**src/rtl/hd63701_ocu_timer.sv**
```systemverilog
// HD63701-style free-running counter: output compare, input capture and overflow.
// Register bank with coherent hi/lo access, a single interrupt request and a priority vector.
module hd63701_ocu_timer #(
    parameter logic [15:0] BASE = 16'h0008,
    parameter int          NOC  = 2,
    parameter int          PS   = 0
) (
    input  logic           mcu_clx2,
    input  logic           mcu_rst_n,
    input  logic [15:0]    mcu_ad,
    input  logic           mcu_wr,
    input  logic           mcu_rd,
    input  logic [7:0]     mcu_do,
    input  logic           tin,
    output logic [NOC-1:0] poc,
    output logic           en_timer,
    output logic [7:0]     timerd,
    output logic           irq,
    output logic [3:0]     irqv
);
    localparam logic [3:0] PRE_TC = 4'((1 << PS) - 1);

    logic [15:0]    off;
    int             oc_k;
    logic           reg_hit, oc_hit, wr_en, rd_en;

    logic [3:0]     pre_q, pre_d;
    logic [15:0]    frc_q, frc_d, icr_q, icr_d;
    logic [7:0]     tmp_q, tmp_d, frc_buf_q, frc_buf_d, icr_buf_q, icr_buf_d;
    logic [2:0]     ctrl_q, ctrl_d;          // [2] TOIE, [1] ICIE, [0] IEDG
    logic [3:0]     oce_q, oce_d, olvl_q, olvl_d;
    logic           tof_q, tof_d, icf_q, icf_d;
    logic [NOC-1:0] ocf_q, ocf_d, inh_q, inh_d, poc_q, poc_d;
    logic [15:0]    ocr_q [NOC];
    logic [15:0]    ocr_d [NOC];
    logic [2:0]     tin_q, tin_d;
    logic           frc_new_q, frc_new_d, irq_q, irq_d;
    logic [3:0]     irqv_q, irqv_d;

    logic           tick, frc_load, stat_wr, cap;
    logic [3:0]     ocf4;

    assign off      = mcu_ad - BASE;
    assign oc_k     = int'(off[2:1]);
    assign reg_hit  = (off[15:3] == 13'd0) && (off[2:0] != 3'd7);
    assign oc_hit   = (off[15:3] == 13'd1) && (oc_k < NOC);
    assign en_timer = reg_hit | oc_hit;
    assign wr_en    = mcu_wr & en_timer;
    assign rd_en    = mcu_rd & en_timer;

    assign poc  = poc_q;
    assign irq  = irq_q;
    assign irqv = irqv_q;

    always_ff @(posedge mcu_clx2 or negedge mcu_rst_n) begin
        if (!mcu_rst_n) begin
            pre_q     <= '0;
            frc_q     <= '0;
            icr_q     <= '0;
            tmp_q     <= '0;
            frc_buf_q <= '0;
            icr_buf_q <= '0;
            ctrl_q    <= '0;
            oce_q     <= '0;
            olvl_q    <= '0;
            tof_q     <= 1'b0;
            icf_q     <= 1'b0;
            ocf_q     <= '0;
            inh_q     <= '0;
            poc_q     <= '0;
            for (int k = 0; k < NOC; k++) ocr_q[k] <= 16'hFFFF;
            tin_q     <= '0;
            frc_new_q <= 1'b0;
            irq_q     <= 1'b0;
            irqv_q    <= '0;
        end else begin
            pre_q     <= pre_d;
            frc_q     <= frc_d;
            icr_q     <= icr_d;
            tmp_q     <= tmp_d;
            frc_buf_q <= frc_buf_d;
            icr_buf_q <= icr_buf_d;
            ctrl_q    <= ctrl_d;
            oce_q     <= oce_d;
            olvl_q    <= olvl_d;
            tof_q     <= tof_d;
            icf_q     <= icf_d;
            ocf_q     <= ocf_d;
            inh_q     <= inh_d;
            poc_q     <= poc_d;
            ocr_q     <= ocr_d;
            tin_q     <= tin_d;
            frc_new_q <= frc_new_d;
            irq_q     <= irq_d;
            irqv_q    <= irqv_d;
        end
    end

    always_comb begin
        frc_load = wr_en && reg_hit && (off[2:0] == 3'd3);
        stat_wr  = wr_en && reg_hit && (off[2:0] == 3'd1);
        tick     = 1'b0;
        pre_d    = pre_q + 4'd1;
        if (frc_load) begin
            pre_d = '0;
        end else if (pre_q == PRE_TC) begin
            tick  = 1'b1;
            pre_d = '0;
        end
        frc_d     = frc_load ? {tmp_q, mcu_do} : (tick ? frc_q + 16'd1 : frc_q);
        frc_new_d = frc_load | tick;

        tmp_d = tmp_q;
        if (wr_en && ((reg_hit && off[2:0] == 3'd2) || (oc_hit && !off[0])))
            tmp_d = mcu_do;
        ctrl_d = (wr_en && reg_hit && off[2:0] == 3'd0) ? mcu_do[7:5] : ctrl_q;
        oce_d  = (wr_en && reg_hit && off[2:0] == 3'd4) ? mcu_do[3:0] : oce_q;
        olvl_d = (wr_en && reg_hit && off[2:0] == 3'd4) ? mcu_do[7:4] : olvl_q;
        frc_buf_d = (rd_en && reg_hit && off[2:0] == 3'd2) ? frc_q[7:0] : frc_buf_q;
        icr_buf_d = (rd_en && reg_hit && off[2:0] == 3'd5) ? icr_q[7:0] : icr_buf_q;

        // Edge detect on the second synchroniser stage against its delayed copy.
        tin_d = {tin_q[1:0], tin};
        cap   = ctrl_q[0] ? (tin_q[1] & ~tin_q[2]) : (~tin_q[1] & tin_q[2]);
        icr_d = cap ? frc_q : icr_q;

        // Clears are applied first so a same-cycle set overrides them.
        tof_d = tof_q & ~(stat_wr & mcu_do[7]);
        if (tick && frc_q == 16'hFFFF) tof_d = 1'b1;
        icf_d = icf_q & ~(stat_wr & mcu_do[6]);
        if (cap) icf_d = 1'b1;

        for (int k = 0; k < NOC; k++) begin
            ocr_d[k] = ocr_q[k];
            inh_d[k] = inh_q[k];
            poc_d[k] = poc_q[k];
            ocf_d[k] = ocf_q[k] & ~(stat_wr & mcu_do[k]);
            if (wr_en && oc_hit && oc_k == k) begin
                if (!off[0]) begin
                    inh_d[k] = 1'b1;
                end else begin
                    inh_d[k] = 1'b0;
                    ocr_d[k] = {tmp_q, mcu_do};
                end
            end
            if (frc_new_q && !inh_q[k] && frc_q == ocr_q[k]) begin
                ocf_d[k] = 1'b1;
                poc_d[k] = olvl_q[k];
            end
        end

        // Lowest priority assigned first, so higher-priority sources overwrite.
        irqv_d = 4'd0;
        if (tof_q && ctrl_q[2]) irqv_d = 4'd6;
        for (int k = NOC - 1; k >= 0; k--)
            if (ocf_q[k] && oce_q[k]) irqv_d = 4'(k + 2);
        if (icf_q && ctrl_q[1]) irqv_d = 4'd1;
        irq_d = (irqv_d != 4'd0);
    end

    always_comb begin
        ocf4 = 4'b0000;
        for (int k = 0; k < NOC; k++) ocf4[k] = ocf_q[k];
        timerd = 8'h00;
        if (reg_hit) begin
            case (off[2:0])
                3'd0:    timerd = {ctrl_q, 5'b00000};
                3'd1:    timerd = {tof_q, icf_q, 2'b00, ocf4};
                3'd2:    timerd = frc_q[15:8];
                3'd3:    timerd = frc_buf_q;
                3'd4:    timerd = {olvl_q, oce_q};
                3'd5:    timerd = icr_q[15:8];
                3'd6:    timerd = icr_buf_q;
                default: timerd = 8'h00;
            endcase
        end else if (oc_hit) begin
            for (int k = 0; k < NOC; k++)
                if (oc_k == k) timerd = off[0] ? ocr_q[k][7:0] : ocr_q[k][15:8];
        end
    end
endmodule

```
**config.mk**
```make
export PLATFORM = sky130hd
export DESIGN_NAME = hd63701_ocu_timer
export DESIGN_NICKNAME = d
export VERILOG_FILES = /design/src/rtl/hd63701_ocu_timer.sv
export SDC_FILE = /design/constraint.sdc
export NUM_CORES = 1
export LEC_CHECK = 0
export CAP_MARGIN = 20
export CORE_MARGIN = 5
export CORE_UTILIZATION = 58
export CTS_CLUSTER_DIAMETER = 60
export DETAILED_ROUTE_END_ITERATION = 16
export DONT_BUFFER_PORTS = 1
export PLACE_DENSITY_LB_ADDON = 0.08
export SLEW_MARGIN = 20
export SYNTH_ARGS = -nofsm -noshare
export SYNTH_HDL_FRONTEND = slang
export SYNTH_SLANG_ARGS = --single-unit
```
**constraint.sdc**
```tcl
create_clock -name mcu_clx2 -period 1.87 [get_ports mcu_clx2]
set_input_delay 0 -clock mcu_clx2 [delete_from_list [all_inputs] [get_ports mcu_clx2]]
set_output_delay 0 -clock mcu_clx2 [all_outputs]
set_load 0.02 [all_outputs]
```
* Word-level counts from Yosys, hierarchy flattened
Cells that the tools add are included.
** Operators by class
- Mux-type cells :: 23
- Order comparisons :: 1
- Equal/unequal tests :: 12
- Bitwise logic cells :: 20
- Reductions and logical operators :: 37
- Add/sub/neg operators :: 3
** Operators with widths (count)
- case mux 8 bit (7 select lines) :: 1
- 2-to-1 mux 8 bit :: 6
- == test 16 bit :: 2
- logical NOT 32 bit :: 1
- 2-to-1 mux 16 bit :: 2
- logical AND 1 bit :: 25
- 2-to-1 mux 4 bit :: 5
- adder 16 x 1 -> 16 bit, second input constant :: 1
- == test 16 bit, second input constant :: 1
- subtractor 16 x 4 -> 16 bit, second input constant :: 1
- == test 13 x 1 -> 1 bit, second input constant :: 1
- logical NOT 13 bit :: 1
- AND 1 bit :: 12
- == test 3 bit, second input constant :: 3
- 2-to-1 mux 1 bit :: 8
- == test 3 x 2 -> 1 bit, second input constant :: 2
- inverter 1 bit :: 6
- adder 4 x 1 -> 4 bit, second input constant :: 1
- logical NOT 4 bit :: 1
- AND reduction 2 bit :: 2
- nonzero test 4 bit :: 1
- == test 3 x 1 -> 1 bit, second input constant :: 1
- logical NOT 1 bit :: 3
- logical NOT 3 bit :: 1
- other kinds (7) :: 8
** Storage, ports and cells
- Logic and storage cells :: 118
- Register bits after elaboration :: 120
- Bits of input ports :: 29

* Longest topological paths before layout
Gate-level depths: netlist of run 1.
- Depth after elaboration :: 11
- Gate-level depth with buffers :: 8
- Mapped depth without buffers :: 7

* Least setup slack after synthesis of run 1
OpenSTA, ideal clock, no wires.
- Path kind :: reg2reg
- From :: register pre_q[0]
- To :: register frc_q[5]
- Path buffers :: 1
- Period minus slack after synthesis :: 1823 ps
- Stages on the path, launching flop included :: 9
- Setup time :: 137 ps
- Path slack :: 47 ps
- Arrival :: 1686 ps
- Data required time :: 1733 ps
- Cell sequence :: dfrtp_1 -> inv_1 -> ha_1 -> nor4bb_1 -> and3_1 -> clkbuf_1 -> and3_1 -> xnor2_1 -> a21oi_1
** Between the ends
- Word-level cells in the longest chain between the ends :: 4
** Ends and longest elaborated chain
- from (decl) :: line 27 : logic [3:0] pre_q, pre_d;
- from (signal assigned) :: line 77 : pre_q <= pre_d;
- logical NOT 4 bit :: line 106 : end else if (pre_q == PRE_TC) begin
- 2-to-1 mux 1 bit :: line 106
- 2-to-1 mux 1 bit :: line 104 : if (frc_load) begin
- nonzero test 2 bit (no source line)
- to (signal assigned) :: line 78 : frc_q <= frc_d;
- to (decl) :: line 28 : logic [15:0] frc_q, frc_d, icr_q, icr_d;
No other way between the ends.
A chain may end at the register's enable or synchronous reset.

* Worst setup path in the final report of run 1
- From :: register frc_q[15]
- To :: output timerd[7]
** Between the ends
- Word-level cells in the longest chain between the ends :: 2
** Ends and longest elaborated chain
- case mux 8 bit (7 select lines) :: line 166 : case (off[2:0])
- 2-to-1 mux 8 bit :: line 165 : if (reg_hit) begin
- to (decl) :: line 17 : output logic [7:0] timerd,
No other way between the ends.

==> results of run 1 <==
## logic make-up (layout without fill, tap and decap cells)
group / Yosys count / count (layout) / synth area share
compound gates: 54 / 54 / 0.0553
xor+xnor: 49 / 49 / 0.0708
buf+inv: 53 / 130 / 0.0378
other cells: 1 / 1 / 0.000619
simple gates: 120 / 120 / 0.110
mux: 110 / 110 / 0.221
fa+ha+maj: 3 / 3 / 0.00619
flops: 119 / 119 / 0.498
## power by group
part	internal (mW)	switching (mW)
clock network	2.20	1.12
logic	0.468	0.432
registers	2.76	0.198
total	5.43	1.75
## sequential cells by signal, indices dropped and copies added, names as in the netlist, 2 cells and up
name       cells
ctrl_q         3
frc_buf_q      8
frc_q         16
icr_buf_q      8
icr_q         16
inh_q          2
irqv           3
oce_q          4
ocf_q          2
ocr_q         32
olvl_q         4
poc            2
pre_q          4
tin_q          3
tmp_q          8
## synthesized netlist by cell type (10+ instances only)
cell type and n:
mux4_2 10, dfrtp_1 87, inv_1 16, xor2_1 40
dfstp_2 32, nor2_1 27, mux2_1 20, nand2_1 22
a21oi_1 20, mux2_2 71, clkbuf_1 27, nand3_1 13
## per-stage QoR
step	worst slack [ns]	TNS, ns	instance area [um2]
floorplan	0.0472	0	6060
global placement	0.0193	0	6450
detailed placement	-0.0559	-0.0874	6450
CTS	-0.0659	-0.173	7370
global route	-0.133	-0.665	7480
finish	-0.0492	-0.109	7480
## final cells by class
| type | instances | area, um2 | area share |
|---|---|---|---|
| clock buffer | 24 | 490 | 0.0656 |
| multi-input combinational | 337 | 2910 | 0.389 |
| timing repair buffer | 81 | 702 | 0.0939 |
| tap | 136 | 170 | 0.0228 |
| sequential | 119 | 3020 | 0.404 |
| clock inverter | 8 | 118 | 0.0157 |
| inverter | 17 | 63.8 | 0.00853 |
## timing repair
action / 4_1_cts / 5_1_grt
gates resized for setup: 16 / 15
hold endpoints to repair: 192 / 119
endpoints found under the setup margin: 13 / 19
buffers inserted: 5 / 7
pin swaps: 5 / 8
## per-layer routing
metal / GRT usage / vias up
met3: 0.0695 / 39
met4: 0.112 / 0
met5: 0 / -
met1: 0.379 / 2190
met2: 0.401 / 176
li1: - / 1942
## worst paths after layout
| check | slack, ns | cells past startpoint | endpoint | startpoint |
|---|---|---|---|---|
| setup / recovery | -0.05 | 5 | timerd[7] | frc_q[15] |
| setup reg to reg | -0.01 | 7 | poc[0] | frc_q[15] |
| hold reg to reg | 0.35 | 0 | tin_q[1] | tin_q[0] |
| min in group mcu_clx2 | 0.03 | 1 | tin_q[0] | tin |
| hold / removal | -0.84 | 0 | icr_q[5] | mcu_rst_n |
| max in group asynchronous | 2.51 | 0 | ocr_q[1] | mcu_rst_n |
==> reports/metrics.cfg, run 1 <==
[final_layout]
nNetsFinal=605
post-route-util=0.728
fin_cells=722
diodes=0
n_fill_cell=714
layout-drive-gt1-share=0.392
final_cell_mix=dfrtp_1 (84), mux2_2 (70), buf_4 (54)
area_delta_synth_final_pct=23.4
final_common_cell=dfrtp_1

[floorplanning]
start_util=0.590
die_h_um=112
ios=45
coreArea_mm2=0.0103
dieWidth_um=112
rows=37
die-area_mm2=0.0126

[detailed_routing]
met1Wirelength_mm=6.93
ant_nets=0
drtIter0Drc=412
met2_length_mm=7.51
vias=4347
routedWlPerCell_um=22.1
routed_wl_mm=16.0
wl_met3_mm=1.06
dr.max_layer_used=met4
via_per_inst=6.02
drcViolationCount=0
dr.pass1.iters=5

[critical_path]
cp.arrival_ns=1.92
cpLargestDelayFamily=multiplexers
critPathLaunchType=register
critPathMaxStageDelay_ns=0.46
worstSetupPathType=reg2out
path_common_cell=buf_4
crit_chain=buf_4 -> mux4_2 -> o21ai_2 -> o22ai_1 -> buf_4
slowest_stage=mux4_2
cp.required_ns=1.87
endpoint_kind=output pin
cp_max_fo=4
path_buf_inv=2

[clocking]
cts_buffers=17
cts_tree=yes
hold_buffers=22
h-tree-depth=4
insertion_delay_ns=0.54
clockRootBuffer=clkbuf_8
clock_sinks=119
clk_pin_slew_ns=0.06
ctsLongestPathBuffers=2

[sta]
hold_slack_ns=-0.843
clock.fmax_mhz=521
worst_slew_pin_slew_ns=0.586
max_slew_margin=0.608
hold_viol=119
drv_slew=0
finalSetupViolCount=5
skew_ns=0.00459
min_period_ns=1.92
grt_setup_unrepaired=true
finalCritPeriodShare=1.03
fin_ws_ns=-0.0492

[synthesis]
synthArstFlopShare=1.00
netlist_area_mm2=0.00606
synth_cell_types=52
synth-seq-cells=119
synth.largest_area_cell=dfrtp_1
yosysTopAreaCellShare=0.359
synth.yosys.seq_area_share=0.498
yosys_warnings=0
synth_enable_flop_cells=0
synthTopCellsByArea=dfrtp_1 (36%), dfstp_2 (14%), mux2_2 (13%), xor2_1 (5.8%), mux2_1 (3.7%)
syn_inst=509
syn_avg_cell_area_um2=11.9
syn_nets=541
synth_flop_cell=dfrtp_1

[power]
pwr_density_cell_mw_per_mm2=960
irDropWorstVdd_v=0.000778
power_mw=7.18
power.leakage_nw=3.59

[placement]
gp_congestion=0.831
hpwl_mm=10.3
place_inst=656
port_buffers=0

[outcome]
failed_checks=hold timing, setup timing
status=complete, but fails checks

[global_route]
grt_pass1_vias=4518
grt_use_total=0.270
overflow=0
grt_pass1_wl_mm=25.6
antenna_found_initial=0
grt_max_degree=120

[hold_path]
hold_class=in2async

[flow_run]
maxCapViolCount=0

Note: power is estimated with default switching activity, not from simulation.
==> run 2, diff against run 1 <==
Settings changed: TNS_END_PERCENT set to 20.
==> run 2 against run 1 <==
  * The flow still finishes with violations (hold timing, setup timing)
  * Total power shrank 0.11%
  * Non-clock buffer count is 6 lower
  * Critical path depth is the same
  * Highest routed layer unchanged
  * Die area unchanged
  * Sequential share of layout area up 0.37 points
  * Via count shrank 1.1%
  * Wire length down 0.44%
  * Cell area down 0.90%
  * Flip-flop and latch count did not move
  * Critical path type unchanged
  * Global-route usage hardly changed
  * Fmax fell by 0.13%
==> reports/metrics.cfg, run 2 (synthesized netlist as in run 1, its figures left out) <==
[final_layout]
n_fill_cell=720
post-route-util=0.721
fin_area_mm2=0.00741
nNetsFinal=599
reg.largest.list=ocr_q (32), frc_q (16), icr_q (16)
fin_cells=716
largest_register=ocr_q
final_common_cell=dfrtp_1
area_delta_synth_final_pct=22.2
diodes=0
final_cell_mix=dfrtp_1 (84), mux2_2 (71), buf_4 (49)
largest_reg_flops=32
layout-drive-gt1-share=0.381

[detailed_routing]
dr.pass1.iters=5
vias=4299
drtIter0Drc=422
ant_nets=0
routed_wl_mm=15.9
drcViolationCount=0
via_per_inst=6.00
routedWlPerCell_um=22.2

[placement]
hpwl_mm=10.3
port_buffers=0
place_inst=656
pre_cts_ws_ns=-0.0559
gp_congestion=0.831
placed_area_mm2=0.00645

[floorplanning]
dieWidth_um=112
start_util=0.590
coreArea_mm2=0.0103
die-area_mm2=0.0126
ios=45
die_h_um=112
rows=37

[clocking]
hold_buffers=22
cts_tree=yes
cts_buffers=17
insertion_delay_ns=0.53
ctsLongestPathBuffers=2
clockRootBuffer=clkbuf_8
clk_pin_slew_ns=0.05
h-tree-depth=4
clock_sinks=119

[power]
power_mw=7.17
power.leakage_nw=3.55
pwr_density_cell_mw_per_mm2=968
irDropWorstVdd_v=0.000775

[sta]
max_slew_margin=0.623
fin_ws_ns=-0.0518
finalSetupViolCount=6
finalCritPeriodShare=1.03
min_period_ns=1.92
hold_slack_ns=-0.841
skew_ns=0.00524
fin_setup_tns_ns=-0.162
worst_slew_pin_slew_ns=0.564
grt_setup_unrepaired=true
hold_viol=119
clock.fmax_mhz=520
drv_slew=0

[critical_path]
endpoint=timerd[7]
worstSetupPathDepth=5
cp.arrival_ns=1.92
endpoint_kind=output pin
path_common_cell=buf_4
worstSetupPathType=reg2out
critPathLaunchType=register
critPathMaxStageDelay_ns=0.46
crit_start=frc_q[15]
cp.required_ns=1.87
slowest_stage=mux4_2
rr_endpoint=poc[0]
rrSetupSlack_ns=-0.02
rr_worst_depth=7
path_buf_inv=2
r2r-start=frc_q[15]
cp_max_fo=4
crit_chain=buf_4 -> mux4_2 -> o21ai_2 -> o22ai_1 -> buf_4
cpLargestDelayFamily=multiplexers

[outcome]
status=complete, but fails checks
failed_checks=hold timing, setup timing

[global_route]
grt_util_met1=0.376
grtUsageMet2=0.404
grt_busiest_layer=met2
antenna_found_initial=0
grtUsageMet3=0.0695
grt_use_total=0.270
grt_max_degree=120
grt_pass1_vias=4526
overflow=0
grt_pass1_wl_mm=25.6

[flow_run]
maxCapViolCount=0

[hold_path]
hold_class=in2async

==> run 2: cell type report <==
type                       instances  area, um2  area share
multi-input combinational        337       2890       0.391
clock buffer                      24        490      0.0662
inverter                          17       63.8     0.00861
sequential                       119       3020       0.408
clock inverter                     8        118      0.0159
timing repair buffer              75        653      0.0881
tap                              136        170      0.0230
==> run 2: timing repair <==
item,4_1_cts,5_1_grt
setup endpoints to repair,13,19
endpoints found under the hold margin,192,119
pin swaps,3,4
resized for setup,16,6
setup buffers,4,2
==> run 2: routing by layer <==
layer	share of wire	vias to the layer above
met3	0.069	33
met5	0	-
li1	-	1925
met4	0.028	0
met1	0.43	2165
met2	0.47	176
==> run 2: how the worst min path moves through the flow <==
stage | startpoint | to | slack, ns | cells after the start
after floorplan | mcu_rst_n | ctrl_q[0] | -0.30 | 0
after global placement | mcu_rst_n | tin_q[2] | -0.29 | 0
after detailed placement | mcu_rst_n | tin_q[2] | -0.29 | 0
after CTS | mcu_rst_n | frc_buf_q[7] | -0.86 | 0
after global routing | mcu_rst_n | icr_buf_q[5] | -0.87 | 0
final | mcu_rst_n | tin_q[0] | -0.84 | 0
==> run 2: where the power goes <==
part | internal, mW | total, mW | switching (mW)
clock | 2.20 | 3.32 | 1.12
sequential | 2.76 | 2.96 | 0.196
combinational | 0.464 | 0.891 | 0.427
total | 5.43 | 7.17 | 1.75
==> run 3, diff against run 2 <==
Settings changed: CORE_MARGIN 5 to not set, GPL_TIMING_DRIVEN set to 0, SETUP_SLACK_MARGIN set to 0.2.
==> run 3 against run 2 <==
  * The run ends with hold timing left
  * Sequential power is essentially flat
  * Clock-buffer cell count decreased by 1
  * Sequential share of layout area down 0.37 points
  * Cell area rose by 0.83%
  * Register-to-register slack better by 0.05 ns
  * Flip-flop and latch count stayed put
  * Non-clock buffer count shrank 9
  * Combinational power grew 21%
  * Die area down 14%
  * Worst setup slack gained 0.081 ns
  * Critical path depth decreased by 1
  * Critical path type unchanged
==> reports/metrics.cfg, run 3 (synthesized netlist as in run 1, its figures left out) <==
[outcome]
status=complete, but fails checks
failed_checks=hold timing

[clocking]
cts_buffers=17
ctsLongestPathBuffers=2
hold_buffers=13
clock_sinks=119
insertion_delay_ns=0.54
clockRootBuffer=clkbuf_8
clk_pin_slew_ns=0.06
h-tree-depth=4
cts_tree=yes

[critical_path]
critPathLaunchType=register
rr_worst_depth=7
cp_max_fo=6
rr_endpoint=poc[1]
worstSetupPathType=reg2out
endpoint_kind=output pin
rrSetupSlack_ns=0.03
r2r-start=frc_q[6]
cp.required_ns=1.87
cp.arrival_ns=1.84

[global_route]
overflow=0
grt_max_degree=120
grt_pass1_vias=4425
grt_use_total=0.322
grt_pass1_wl_mm=25.5
antenna_found_initial=1

[final_layout]
final_cell_mix=dfrtp_1 (86), mux2_2 (70), xor2_1 (37)
reg.largest.list=ocr_q (32), frc_q (16), icr_q (16)
layout-drive-gt1-share=0.415
area_delta_synth_final_pct=23.3
largest_register=ocr_q
n_fill_cell=632
final_common_cell=dfrtp_1
largest_reg_flops=32
nNetsFinal=590

[floorplanning]
rows=36
ios=45
start_util=0.609
dieWidth_um=104
coreArea_mm2=0.00995
die_h_um=104
die-area_mm2=0.0109

[hold_path]
hold_class=in2async

[detailed_routing]
vias=4420
ant_nets=0
routedWlPerCell_um=23.5
drcViolationCount=0
routed_wl_mm=16.6
via_per_inst=6.27
dr.pass1.iters=5
drtIter0Drc=324

[placement]
pre_cts_ws_ns=-0.280
port_buffers=0
hpwl_mm=10.6
gp_congestion=0.902

[sta]
max_slew_margin=0.531
clock.fmax_mhz=543
drv_slew=0
min_period_ns=1.84
hold_viol=119
grt_setup_unrepaired=true
fin_ws_ns=0.0292
hold_slack_ns=-0.846
finalCritPeriodShare=0.984
worst_slew_pin_slew_ns=0.704
finalSetupViolCount=0
skew_ns=0.00814

[power]
power.leakage_nw=3.47
pwr_density_cell_mw_per_mm2=968
power_mw=7.23
irDropWorstVdd_v=0.00102

[flow_run]
maxCapViolCount=0

-- run 3: timing repair --
item                                    4_1_cts  5_1_grt
buffers inserted                             13        4
endpoints found under the hold margin       177      119
pin swaps                                    13       32
endpoints found under the setup margin       37       29
gates resized for setup                      67       40
-- run 3: report_power, final --
part / leakage, nW / switching, mW / total [mW] / internal (mW)
Clock: 0.287 / 1.22 / 3.22 / 2.00
Combinational: 1.71 / 0.555 / 1.08 / 0.522
Sequential: 1.48 / 0.174 / 2.94 / 2.77
Total: 3.47 / 1.94 / 7.23 / 5.29
-- run 3: area by class of cell --
cell class,count,area (um2),share of cell area
Multi-Input combinational cell,337,3080,0.412
Sequential cell,119,3020,0.404
Tap cell,133,166,0.0223
Timing Repair Buffer,30,258,0.0345
Inverter,17,63.8,0.00854
Clock buffer,23,500,0.0670
Antenna cell,1,2.50,0.000335
Buffer,36,295,0.0395
Clock inverter,9,87.6,0.0117
-- run 3: how the worst max path moves through the flow --
| stage | slack (ns) | depth (start not counted) | start | endpoint |
|---|---|---|---|---|
| 5_1_grt | -0.08 | 5 | frc_q[11] | timerd[3] |
| 4_1_cts | 0.001 | 6 | frc_q[6] | poc[1] |
| 6_report | 0.03 | 4 | frc_q[15] | timerd[7] |
| 2_1_floorplan | 0.15 | 5 | mcu_ad[4] | timerd[3] |
| 3_3_place_gp | -0.33 | 7 | mcu_ad[0] | tof_q |
| 3_5_place_dp | -0.28 | 7 | mcu_ad[0] | tof_q |
-- run 3: worst max-delay path, cell delays in order (launching register included) --
cell and delay, ns:
dfrtp_1 0.37, buf_6 0.14, mux4_2 0.45, o21ai_1 0.18
o22ai_2 0.16
-- run 3: per-layer routing --
| layer | vias up | GRT usage | routed length (um) |
|---|---|---|---|
| met4 | 0 | 0.158 | 600 |
| met2 | 195 | 0.501 | 8050 |
| met5 | - | 0 | 0 |
| li1 | 1905 | - | - |
| met1 | 2270 | 0.417 | 6800 |
| met3 | 50 | 0.0890 | 1120 |
-- run 3: per-stage QoR --
stage	cell area (um2)	hold WS (ns)	setup TNS, ns	util	instances
finish	7470	-0.846	0	0.751	705
global route	7470	-0.866	-0.137	0.751	705
CTS	7310	-0.855	0	0.734	700
detailed placement	6260	-0.292	-8.37	0.629	642
global placement	6260	-0.293	-8.14	0.629	642
floorplan	6090	-0.296	0	-	509
